===== src/rtl/clock_alarm.sv =====
// Alarm stage fed by the time-of-day counter: stores an alarm time, rings on match,
// supports stop, snooze and an automatic ring timeout.
module clock_alarm #(
    parameter int RING_SECS  = 60,
    parameter int SNOOZE_MIN = 5
) (
    input  logic       clk,
    input  logic       reset,
    input  logic [5:0] count_sec,
    input  logic [5:0] count_min,
    input  logic [5:0] count_hrs,
    input  logic       alarm_on,
    input  logic       set_en,
    input  logic [5:0] set_hrs,
    input  logic [5:0] set_min,
    input  logic       snooze,
    input  logic       stop,
    output logic [5:0] alarm_hrs,
    output logic [5:0] alarm_min,
    output logic       ring,
    output logic       snoozing,
    output logic       set_err
);

    localparam logic [5:0] LP_RING_LAST = 6'(RING_SECS - 1);
    localparam logic [6:0] LP_SNOOZE    = 7'(SNOOZE_MIN);

    typedef enum logic [1:0] {S_IDLE, S_RINGING, S_SNOOZING} state_t;

    state_t     r_state, w_state_next;
    logic [5:0] r_prev_sec;
    logic [5:0] r_ring_cnt, w_ring_cnt_next;
    logic [5:0] r_snz_hrs, r_snz_min, w_snz_hrs_next, w_snz_min_next;
    logic [5:0] r_alarm_hrs, r_alarm_min;
    logic       r_ring, r_snoozing, r_set_err;
    logic       w_ring_next, w_snoozing_next, w_set_err_next;

    logic       w_tick, w_minute_top, w_match_alarm, w_match_snz, w_set_valid;
    logic [6:0] w_min_sum, w_min_wrapped;
    logic       w_min_wrap;
    logic [5:0] w_tgt_min, w_tgt_hrs;

    assign w_tick        = (count_sec != r_prev_sec);
    assign w_minute_top  = w_tick && (count_sec == 6'd0);
    assign w_match_alarm = w_minute_top && (count_hrs == r_alarm_hrs) && (count_min == r_alarm_min);
    assign w_match_snz   = w_minute_top && (count_hrs == r_snz_hrs) && (count_min == r_snz_min);
    assign w_set_valid   = set_en && (set_hrs <= 6'd23) && (set_min <= 6'd59);

    // Snooze target: minutes wrap mod 60 with carry into hours, hours wrap mod 24
    assign w_min_sum     = {1'b0, count_min} + LP_SNOOZE;
    assign w_min_wrap    = (w_min_sum >= 7'd60);
    assign w_min_wrapped = w_min_wrap ? (w_min_sum - 7'd60) : w_min_sum;
    assign w_tgt_min     = w_min_wrapped[5:0];
    assign w_tgt_hrs     = !w_min_wrap ? count_hrs :
                           (count_hrs == 6'd23) ? 6'd0 : (count_hrs + 6'd1);

    always_ff @(posedge clk or negedge reset) begin
        if (!reset) begin
            r_state     <= S_IDLE;
            r_prev_sec  <= 6'd0;
            r_ring_cnt  <= 6'd0;
            r_snz_hrs   <= 6'd0;
            r_snz_min   <= 6'd0;
            r_alarm_hrs <= 6'd0;
            r_alarm_min <= 6'd0;
            r_ring      <= 1'b0;
            r_snoozing  <= 1'b0;
            r_set_err   <= 1'b0;
        end else begin
            r_state    <= w_state_next;
            r_prev_sec <= count_sec;
            r_ring_cnt <= w_ring_cnt_next;
            r_snz_hrs  <= w_snz_hrs_next;
            r_snz_min  <= w_snz_min_next;
            r_ring     <= w_ring_next;
            r_snoozing <= w_snoozing_next;
            r_set_err  <= w_set_err_next;
            if (w_set_valid) begin
                r_alarm_hrs <= set_hrs;
                r_alarm_min <= set_min;
            end
        end
    end

    // A valid set always wins and parks the FSM in IDLE
    always_comb begin
        w_state_next    = r_state;
        w_ring_cnt_next = r_ring_cnt;
        w_snz_hrs_next  = r_snz_hrs;
        w_snz_min_next  = r_snz_min;
        case (r_state)
            S_IDLE: begin
                if (!w_set_valid && alarm_on && w_match_alarm) begin
                    w_state_next    = S_RINGING;
                    w_ring_cnt_next = 6'd0;
                end
            end
            S_RINGING: begin
                if (w_set_valid || !alarm_on || stop) begin
                    w_state_next = S_IDLE;
                end else if (snooze) begin
                    w_state_next   = S_SNOOZING;
                    w_snz_hrs_next = w_tgt_hrs;
                    w_snz_min_next = w_tgt_min;
                end else if (w_tick) begin
                    if (r_ring_cnt == LP_RING_LAST) begin
                        w_state_next = S_IDLE;
                    end else begin
                        w_ring_cnt_next = r_ring_cnt + 6'd1;
                    end
                end
            end
            S_SNOOZING: begin
                if (w_set_valid || !alarm_on || stop) begin
                    w_state_next = S_IDLE;
                end else if (w_match_snz || w_match_alarm) begin
                    w_state_next    = S_RINGING;
                    w_ring_cnt_next = 6'd0;
                end
            end
            default: w_state_next = S_IDLE;
        endcase
    end

    always_comb begin
        w_ring_next     = (w_state_next == S_RINGING);
        w_snoozing_next = (w_state_next == S_SNOOZING);
        w_set_err_next  = set_en && !w_set_valid;
    end

    assign alarm_hrs = r_alarm_hrs;
    assign alarm_min = r_alarm_min;
    assign ring      = r_ring;
    assign snoozing  = r_snoozing;
    assign set_err   = r_set_err;

endmodule


===== config.mk =====
export PLATFORM = sky130hd
export DESIGN_NAME = clock_alarm
export DESIGN_NICKNAME = d
export VERILOG_FILES = /design/src/rtl/clock_alarm.sv
export SDC_FILE = /design/constraint.sdc
export NUM_CORES = 1
export LEC_CHECK = 0
export BUFFER_PORTS_ARGS = -buffer_cell sky130_fd_sc_hd__clkbuf_2
export CAP_MARGIN = 20
export CORE_ASPECT_RATIO = 1.1
export CORE_MARGIN = 3
export CORE_UTILIZATION = 40
export CTS_CLUSTER_SIZE = 24
export DETAILED_ROUTE_END_ITERATION = 12
export PLACE_DENSITY = 0.7
export REMOVE_ABC_BUFFERS = 1
export SLEW_MARGIN = 5
export SYNTH_ARGS = -nofsm -noshare
export SYNTH_HDL_FRONTEND = slang
export SYNTH_SLANG_ARGS = --single-unit

===== constraint.sdc =====
create_clock -name clk -period 2.8 [get_ports clk]
set_clock_uncertainty 0.2 [all_clocks]
set_input_delay 0.42 -clock clk [delete_from_list [all_inputs] [get_ports clk]]
set_output_delay 0.42 -clock clk [all_outputs]
set_load 0.005 [all_outputs]

After elaboration in Yosys (flattened, before gate mapping). Cells that the tools add are included.

$add $sub $neg: 4. Multiply operators: 0. Div/mod/pow operators: 0. $lt $le $gt $ge: 3. Equal/unequal tests: 18. Shifts and indexed selects: 0. Muxes and demuxes: 19. Bitwise logic cells: 1. Reductions and logical operators: 20.

Operators by type and width (count): 2-to-1 mux 6 bit (10); equality test 6 bit (4); case mux 6 bit (3 select lines) (1); 2-to-1 mux 2 bit (7); inequality test 2 bit (second input constant) (7); adder 6 x 1 -> 6 bit (second input constant) (2); logical AND 1 bit (10); AND reduction 8 bit (1); adder 6 x 3 -> 7 bit (second input constant) (1); >= comparator 7 x 6 -> 1 bit (second input constant) (1); equality test 6 x 5 -> 1 bit (second input constant) (1); equality test 6 bit (second input constant) (1); <= comparator 6 x 5 -> 1 bit (second input constant) (1); <= comparator 6 bit (second input constant) (1); logical NOT 6 bit (1); inequality test 6 bit (1); case mux 2 bit (3 select lines) (1); subtractor 6 bit (second input constant) (1); equality test 2 x 1 -> 1 bit (second input constant) (2); equality test 2 bit (second input constant) (2); logical OR 1 bit (3); AND reduction 3 bit (1); nonzero test 3 bit (1); logical NOT 1 bit (2); 2 further kinds (2).

Bits in registers: 41. Bits in latches: 0. RAM bits: 0. Memory bits (read-only): 0. Bits of input ports: 36. Logic and storage cells: 75. Memories kept: 0.

Longest topological paths before layout. Gate-level depths: netlist (run 1).

Word-level depth: 9. Depth in mapped cells: 9.

Worst setup path after synthesis (run 1). Ideal clock, no wire load.

Path type: input -> register. From: input port count_min[0]. To: register r_snz_min[4]. Setup time: 132 ps. Arrival: 1943 ps. Required time: 2468 ps. Slack: 526 ps. Stages on the path: 8. Cell sequence: ha_1 -> xnor2_1 -> ha_1 -> a211o_1 -> a22oi_4 -> nand2b_1 -> xnor2_1 -> o21ai_1.

Longest elaborated chain between the ends: 3. Elaborated cells between the ends (all ways): 4. Those cells by class: add/sub (2); order compare (1); mux (1).

RTL lines: start, declared (RTL line 10) `input logic [5:0] count_min,`; adder 6 x 3 -> 7 bit (*) (RTL line 50) `assign w_min_sum = {1'b0, count_min} + LP_SNOOZE;`; subtractor 6 bit / >= comparator 7 x 6 -> 1 bit (equally long branches) (RTL line 52, 51); 2-to-1 mux 6 bit (*) (RTL line 52) `assign w_min_wrapped = w_min_wrap ? (w_min_sum - 7'd60) : w_min_sum;`; end signal, assigned (RTL line 74) `r_snz_min <= w_snz_min_next;`; end, declared (RTL line 33) `logic [5:0] r_snz_hrs, r_snz_min, w_snz_hrs_next, w_snz_min_next;`.

Every way passes the cells marked *; elsewhere a longest branch is shown, timed or not. A chain may end at the register's enable or synchronous reset.

Worst setup path in the final report (run 1). Same ends and word-level chain as after synthesis.

==> impl_metrics.json, run 1 <==
{
  "synth_area_sq_mm": 0.00240,
  "slew_headroom_pct": 59.2,
  "fin_cells": 373,
  "worstSetupEndpointType": "flop",
  "start_util_pct": 41.4,
  "cp.required_ns": 2.75,
  "yosys.area.top_type_share_pct": 42.7,
  "min-delay-path-class": "in -> async",
  "critPathMaxFanout": 10,
  "route.detailed.drc": 0,
  "ys.flop_type": "dfrtp_1",
  "dieArea_sq_mm": 0.00698,
  "postCtsSetupBuffers": 0,
  "maxCapViolCount": 0,
  "async_flop_share_pct": 100,
  "grt_pass1_vias": 1874,
  "finalWeightedCongestion": 0.800,
  "fp.coreArea_sq_mm": 0.00581,
  "ys_seq_area_share_pct": 42.7,
  "grt_first_pass_wirelength_um": 8840,
  "yosys_warnings": 0,
  "avgSynthCellArea_sq_um": 9.82,
  "dp_hpwl_um": 3940,
  "cts_made_buffers": 5,
  "synth-edff-count": 0,
  "synth_cell_types": 49,
  "grt_max_degree": 42,
  "antenna_found_initial": 0,
  "drtIter0Drc": 86,
  "track_usage_pct": 16.0,
  "layout_commonest_cell": "clkbuf_2",
  "fillers": 570,
  "clockRootBuffer": "clkbuf_8",
  "status": "complete, but fails checks",
  "pin_count": 51,
  "yosysTopAreaCell": "dfrtp_1",
  "hold_slack_ns": -0.0199,
  "viasPerCell": 5.14,
  "via_count": 1917,
  "setup_viol": 0,
  "syn_to_final_growth_pct": 17.1,
  "violations": "negative hold slack",
  "drive_above_1_share_pct": 26.7,
  "power.density_mw_per_mm2": 499,
  "globalRouteOverflowTotal": 0,
  "cts_htree_levels": 2,
  "cts_resized": 0,
  "chipHeight_um": 87.3,
  "finalHoldViolCount": 21,
  "finalCriticalPeriod_ns": 2.36,
  "cts_hold_buf": 0,
  "power.total_mw": 1.40,
  "slew_viol_final": 0,
  "cts_max_path_buffers": 2,
  "final_area_sq_mm": 0.00282,
  "tightest_slew_ns": 0.611,
  "leakage_nw": 1.33,
  "period_share_pct": 84.2,
  "die_w_um": 79.9,
  "crit_type": "in -> reg",
  "rsz0062_at_grt": "false",
  "ys_ff_latch": 41,
  "io_buffers": 50,
  "dpl-instance-area_sq_mm": 0.00270,
  "place_inst": 365,
  "ir_worst_vdd_v": 0.000273,
  "synth_area_leaders": "dfrtp_1, xor2_1, nand2_1, xnor2_1, ha_1",
  "clk_latency_ns": 0.29,
  "wl_um": 5160,
  "final_cell_mix": "clkbuf_2, nand2_1, dfrtp_1, xor2_1, xnor2_1",
  "critPathArrivalTime_ns": 2.31,
  "critPathLaunchType": "primary input",
  "cts_tree": "yes",
  "cts_sinks": 41,
  "ant_nets": 0,
  "firstDrtPassIters": 4,
  "path_clk_slew_ns": 0.08,
  "setup_tns_ns": 0,
  "rows": 29,
  "syn-instance-count": 245,
  "final_nets": 336,
  "drt-wirelength-per-cell_um": 13.8,
  "max_freq_mhz": 424,
  "diodes": 0
}
metrics by stage:
stage          util, %  hold slack (ns)  setup WS [ns]
3_3_place_gp      46.5            0.275          0.221
4_1_cts           48.5          0.00180          0.450
2_1_floorplan        -          -0.0756          0.519
5_1_grt           48.5           0.0300          0.294
6_report          48.5          -0.0199          0.443
3_5_place_dp      46.5            0.277          0.142
worst max-delay path, cell delays in order:
cell,delay (ns)
clkbuf_2,0.16
ha_1,0.29
xnor2_1,0.19
ha_1,0.22
a211o_1,0.29
a22oi_4,0.38
nand2b_1,0.18
xnor2_1,0.11
o21ai_1,0.07
flip-flops by register name, summed over array words and instances (netlist names):
name / cells
alarm_hrs: 6
alarm_min: 6
r_prev_sec: 6
r_ring_cnt: 6
r_snz_hrs: 6
r_snz_min: 6
r_state: 2
ring: 1
set_err: 1
snoozing: 1
final timing paths:
path,cells past startpoint,from,slack [ns],to
max in group asynchronous,2,reset,2.04,r_snz_min[0]$_DFFE_PN0P_
worst min register to register,1,r_ring_cnt[5]$_DFFE_PN0P_,0.30,r_ring_cnt[5]$_DFFE_PN0P_
worst max-delay path,9,count_min[0],0.44,r_snz_min[4]$_DFFE_PN0P_
worst max register to register,4,r_state[1]$_DFF_PN0_,0.45,r_snz_min[2]$_DFFE_PN0P_
worst min-delay path,2,reset,-0.02,r_ring_cnt[1]$_DFFE_PN0P_
min in group clk,1,count_sec[5],0.07,r_prev_sec[5]$_DFF_PN0_
routing by layer:
layer | share of wire [%] | track usage (%) | vias up | wire length [um]
met5 | 0 | 0 | - | 0
met4 | 1.4 | 5.84 | 0 | 74
met3 | 5.5 | 4.24 | 5 | 286
met2 | 47 | 25.7 | 44 | 2430
met1 | 46 | 20.7 | 915 | 2370
li1 | - | - | 953 | -
synth_stat cells (all sizes together), types with 3 or more instances:
| master | instances |
|---|---|
| clkbuf | 4 |
| buf | 5 |
| nor2 | 10 |
| dfrtp | 41 |
| ha | 5 |
| xor2 | 26 |
| a21oi | 3 |
| o22a | 3 |
| o21ai | 19 |
| nand2 | 46 |
| nor3 | 3 |
| nor4 | 8 |
| and3 | 4 |
| o31ai | 4 |
| o41ai | 3 |
| nand3 | 10 |
| nand2b | 4 |
| nand4 | 5 |
| nor2b | 3 |
| nand3b | 3 |
| xnor2 | 14 |
where the power goes:
| group | internal (mW) | switching (mW) |
|---|---|---|
| Sequential | 0.632 | 0.0379 |
| Combinational | 0.111 | 0.131 |
| Clock | 0.291 | 0.202 |
cell type report:
class | count | area (sq um) | area share [%]
Clock inverter | 1 | 30.0 | 1.07
Sequential cell | 41 | 1030 | 36.4
Clock buffer | 7 | 86.3 | 3.07
Timing Repair Buffer | 52 | 265 | 9.42
Inverter | 1 | 3.75 | 0.133
Tap cell | 77 | 96.3 | 3.42
Multi-Input combinational cell | 194 | 1310 | 46.4
cells by family after synthesis:
kind of cell / after synthesis / synth area share [%]
flops: 41 / 42.7
compound gates: 42 / 13.6
xor+xnor: 40 / 14.9
simple gates: 103 / 21.5
mux: 4 / 1.77
buf+inv: 10 / 2.97
fa+ha+maj: 5 / 2.60
(Power assumes the default switching activity.)
==> run 2: changes to the inputs <==
ABC_AREA = 1   (was not set)
PLACE_DENSITY = 0.69   (was 0.7)
clock period = 2.35 ns   (was 2.8 ns; I/O delays follow)
==> impl_metrics.json, run 2 <==
{
  "power.density_mw_per_mm2": 506,
  "cts_htree_levels": 2,
  "final_nets": 474,
  "yosysTopAreaCell": "dfrtp_1",
  "critPathLaunchType": "primary input",
  "cts_hold_buf": 7,
  "seqPwrFrac_pct": 49.6,
  "rsz0062_at_grt": "false",
  "ys_ff_latch": 41,
  "ant_nets": 0,
  "firstDrtPassIters": 4,
  "wl_um": 5930,
  "ir_worst_vdd_v": 0.000284,
  "crit_type": "in -> reg",
  "setup_viol": 0,
  "switchingPower_mw": 0.482,
  "cp.required_ns": 2.33,
  "maxCapViolCount": 0,
  "p_clk_share_pct": 29.0,
  "grt_first_pass_wirelength_um": 10700,
  "max_freq_mhz": 470,
  "track_usage_pct": 16.6,
  "fp.coreArea_sq_mm": 0.00631,
  "leakage_nw": 1.70,
  "wl_met1_um": 2860,
  "viasPerCell": 4.72,
  "cp_slowest_cell": "dlygate4sd3_1",
  "synth-edff-count": 0,
  "synth_area_sq_mm": 0.00267,
  "fin_ws_ns": 0.223,
  "clk_latency_ns": 0.29,
  "synth_area_leaders": "dfrtp_1, nand2_1, xnor2_1, inv_1, nor2_1",
  "tightest_slew_ns": 0.523,
  "die_w_um": 84.0,
  "period_share_pct": 90.5,
  "ys_seq_area_share_pct": 38.4,
  "start_util_pct": 42.4,
  "yosys_warnings": 0,
  "finalHoldViolCount": 0,
  "status": "complete, no violations",
  "clockRootBuffer": "clkbuf_8",
  "finalCriticalPeriod_ns": 2.13,
  "slowest_delay_ns": 0.54,
  "path_cells": "dlygate4sd3_1, clkbuf_2, inv_1, nand2_1, nand2_1, nor2_1, nand3_1, nand2_1, nor2_1, nand2_1, nand2_2, nand3_2, nand2_1, nand2_1",
  "rows": 30,
  "crit_top_cell": "nand2_1",
  "syn_to_final_growth_pct": 18.0,
  "crit_cells": 14,
  "slew_viol_final": 0,
  "pin_count": 51,
  "hold_slack_ns": 0.0490,
  "dp_hpwl_um": 4620,
  "setup_tns_ns": 0,
  "globalRouteOverflowTotal": 0,
  "drt-wirelength-per-cell_um": 11.5,
  "io_buffers": 50,
  "ys.flop_type": "dfrtp_1",
  "cts_sinks": 41,
  "final_cell_mix": "nand2_1, clkbuf_2, dfrtp_1, inv_1, nor2_1",
  "dieArea_sq_mm": 0.00770,
  "synth_cell_types": 26,
  "place_ws_ns": 0.107,
  "worstSetupEndpointType": "flop",
  "highest_layer": "met4",
  "async_flop_share_pct": 100,
  "route.detailed.drc": 0,
  "drive_above_1_share_pct": 22.4,
  "finalWeightedCongestion": 0.858,
  "internal_power_mw": 1.11,
  "syn-instance-count": 373,
  "postCtsSetupBuffers": 0,
  "cts_resized": 0,
  "comb_power_share_pct": 21.4,
  "yosys.area.top_type_share_pct": 38.4,
  "min-delay-path-class": "in -> reg",
  "synth_most_common_cell": "nand2_1",
  "slew_headroom_pct": 65.1,
  "fillers": 671,
  "crit_buf_inv": 3,
  "cts_made_buffers": 5,
  "critPathMaxFanout": 7,
  "critPathTopFamily": "simple AND/OR/NAND/NOR gates",
  "chipHeight_um": 91.8,
  "path_clk_slew_ns": 0.08,
  "drtIter0Drc": 180,
  "via_count": 2427,
  "met3_length_um": 244,
  "cts_max_path_buffers": 2,
  "final_area_sq_mm": 0.00315,
  "whs_path_depth": 3,
  "antenna_found_initial": 0,
  "critPathArrivalTime_ns": 2.11,
  "synthTopCellsByCount": "nand2_1, dfrtp_1, inv_1",
  "diodes": 0,
  "grt_max_degree": 42,
  "cts_tree": "yes",
  "avgSynthCellArea_sq_um": 7.17,
  "wl_met2_um": 2790,
  "dpl-instance-area_sq_mm": 0.00300,
  "grt_pass1_vias": 2391,
  "reg2regPathDepth": 10,
  "layout_commonest_cell": "nand2_1",
  "swShare_pct": 30.2
}
-- run 2: stage by stage --
stage,util [%],power [mW],instances
after floorplan,-,0.997,364
after global placement,47.5,1.13,499
after detailed placement,47.5,1.14,499
after CTS,50.0,1.62,514
after global routing,50.0,1.70,514
final,50.0,1.59,514
-- run 2: cell type report --
class                      instances  area (sq um)  area share [%]
inverter                          49           184            5.83
sequential                        41          1030            32.5
clock buffer                       6          72.6            2.30
timing repair buffer              62           358            11.3
tap                               80           100            3.17
multi-input combinational        274          1400            44.3
clock inverter                     2          15.0           0.476
-- run 2: kinds of logic (layout without fill, tap and decap cells) --
| group | after synthesis | after routing | synth area share, % |
|---|---|---|---|
| AOI/OAI and AO/OA | 23 | 23 | 5.29 |
| adders and majority gates | 5 | 5 | 2.34 |
| and+or+nand+nor | 224 | 224 | 37.2 |
| buffers and inverters | 58 | 119 | 9.31 |
| xor gates and xnor gates | 22 | 22 | 7.49 |
| DFF | 41 | 41 | 38.4 |
-- run 2: tightest hold or removal path: stages --
cell	delay [ns]
clkbuf_2	0.07
nand2_1	0.04
nand2_1	0.04
-- run 2: routing by layer --
| layer | vias up | GRT usage (%) |
|---|---|---|
| met5 | - | 0 |
| met4 | 0 | 3.62 |
| met3 | 2 | 3.14 |
| met2 | 45 | 27.5 |
| met1 | 1108 | 22.6 |
| li1 | 1272 | - |
-- run 2: power by group through the flow --
stage                     logic [mW]  clock network, mW  registers (mW)
after detailed placement       0.338                  0           0.806
after global placement         0.328                  0           0.805
final                          0.341              0.462           0.791
after global routing           0.395              0.510           0.800
after CTS                      0.348              0.483           0.793
after floorplan                0.197                  0           0.800
-- run 2: path summary, 6_finish.rpt --
kind | startpoint | endpoint | slack, ns
min in group asynchronous | reset | r_prev_sec[0]$_DFF_PN0_ | 0.45
max in group asynchronous | reset | r_snz_min[5]$_DFFE_PN0P_ | 1.13
hold / removal | set_min[0] | alarm_min[0]$_DFFE_PN0P_ | 0.05
hold reg to reg | r_ring_cnt[5]$_DFFE_PN0P_ | r_ring_cnt[5]$_DFFE_PN0P_ | 0.31
setup / recovery | count_sec[5] | r_ring_cnt[4]$_DFFE_PN0P_ | 0.22
setup reg to reg | alarm_min[0]$_DFFE_PN0P_ | r_ring_cnt[4]$_DFFE_PN0P_ | 0.49
==> run 3: changes to the inputs <==
PLACE_DENSITY = not set   (was 0.69)
PLACE_DENSITY_LB_ADDON = 0.3   (was not set)
==> impl_metrics.json, run 3 (synthesis gave the netlist of run 2 again) <==
{
  "status": "complete, no violations",
  "whs_path_depth": 1,
  "layout_commonest_cell": "nand2_1",
  "reg2reg_from": "alarm_min[0]$_DFFE_PN0P_",
  "slew_viol_final": 0,
  "cts_made_buffers": 5,
  "finalHoldViolCount": 0,
  "path_clk_slew_ns": 0.07,
  "critPathMaxFanout": 7,
  "leakage_nw": 1.71,
  "worstSetupEndpointType": "flop",
  "clockRootBuffer": "clkbuf_8",
  "final_nets": 472,
  "cts_htree_levels": 2,
  "antenna_found_initial": 0,
  "reg2regPathDepth": 10,
  "diodes": 0,
  "route.detailed.drc": 0,
  "postCtsSetupBuffers": 0,
  "drive_above_1_share_pct": 22.3,
  "chipHeight_um": 91.8,
  "critPathLaunchType": "primary input",
  "power.density_mw_per_mm2": 530,
  "cts_resized": 0,
  "critPathArrivalTime_ns": 2.13,
  "maxCapViolCount": 0,
  "startpoint": "count_sec[5]",
  "syn_to_final_growth_pct": 18.4,
  "firstDrtPassIters": 5,
  "clk_latency_ns": 0.29,
  "viasPerCell": 4.78,
  "cts_tree": "yes",
  "cts_max_path_buffers": 2,
  "min-delay-path-class": "in -> reg",
  "rows": 30,
  "fp.coreArea_sq_mm": 0.00631,
  "finalWeightedCongestion": 0.881,
  "ant_nets": 0,
  "dieArea_sq_mm": 0.00770,
  "ir_worst_vdd_v": 0.000289,
  "final_area_sq_mm": 0.00317,
  "drtIter0Drc": 167,
  "grt_max_degree": 23,
  "wl_um": 6050,
  "dp_hpwl_um": 4710,
  "grt_pass1_vias": 2204,
  "pin_count": 51,
  "hp-start": "count_sec[1]",
  "globalRouteOverflowTotal": 0,
  "io_buffers": 50,
  "finalCriticalPeriod_ns": 2.14,
  "period_share_pct": 91.2,
  "track_usage_pct": 16.1,
  "slew_headroom_pct": 61.4,
  "dpl-instance-area_sq_mm": 0.00300,
  "max_freq_mhz": 467,
  "crit_type": "in -> reg",
  "die_w_um": 84.0,
  "grt_first_pass_wirelength_um": 10200,
  "setup_tns_ns": 0,
  "start_util_pct": 42.4,
  "drt-wirelength-per-cell_um": 11.8,
  "cts_sinks": 41,
  "cp.required_ns": 2.33,
  "setup_viol": 0,
  "via_count": 2442,
  "tightest_slew_ns": 0.579,
  "final_cell_mix": "nand2_1, clkbuf_2, dfrtp_1, inv_1, nor2_1",
  "rsz0062_at_grt": "false"
}
-- run 3: critical path: stages --
cell           delay, ns
dlygate4sd3_1       0.54
clkbuf_2            0.12
inv_1               0.07
nand2_1             0.05
nand2_1             0.06
nor2_1              0.04
nand3_1             0.13
nand2_1             0.10
nor2_1              0.09
nand2_1             0.10
nand2_2             0.15
nand3_2             0.17
nand2_1             0.10
nand2_1             0.05
-- run 3: per-stage QoR --
step                instances  power (mW)  hold WS [ns]  setup slack, ns  utilization, %
floorplan                 364       0.997        -0.143            0.408               -
global route              511        1.77        0.0102          0.00931            50.2
CTS                       511        1.71       0.00745            0.210            50.2
finish                    511        1.68        0.0149            0.208            50.2
detailed placement        498        1.15         0.189           0.0590            47.6
global placement          498        1.14         0.179            0.174            47.6
-- run 3: area by class of cell --
class / instances / area, sq um
inverter: 49 / 184
clock buffer: 5 / 68.8
fill: 619 / 3140
sequential: 41 / 1030
clock inverter: 2 / 35.0
tap: 80 / 100
timing repair buffer: 60 / 353
multi-input combinational: 274 / 1400
-- run 3: final timing paths --
| path | end | slack, ns |
|---|---|---|
| max | r_ring_cnt[4]$_DFFE_PN0P_ | 0.21 |
| min in group asynchronous | r_prev_sec[5]$_DFF_PN0_ | 0.39 |
| min reg2reg | r_snz_hrs[5]$_DFFE_PN0P_ | 0.30 |
| max reg2reg | r_ring_cnt[4]$_DFFE_PN0P_ | 0.46 |
| max in group asynchronous | r_snz_min[5]$_DFFE_PN0P_ | 1.05 |
| min | r_prev_sec[1]$_DFF_PN0_ | 0.01 |
-- run 3: layer usage --
| metal | track usage, % | vias to the layer above | part of all wire (%) |
|---|---|---|---|
| met2 | 25.6 | 55 | 47 |
| met4 | 4.29 | 0 | 1.2 |
| met5 | 0 | - | 0 |
| li1 | - | 1266 | - |
| met3 | 3.59 | 8 | 5.3 |
| met1 | 22.0 | 1113 | 47 |
-- run 3: timing repair --
action | 4_1_cts | 5_1_grt
hold buffers | 6 | 0
endpoints found under the setup margin | 0 | 0
hold endpoints to repair | 26 | 0
-- run 3: where the power goes --
group / internal [mW] / switching, mW / total (mW)
logic: 0.153 / 0.189 / 0.342
clock network: 0.309 / 0.233 / 0.542
registers: 0.750 / 0.0430 / 0.793
total: 1.21 / 0.465 / 1.68
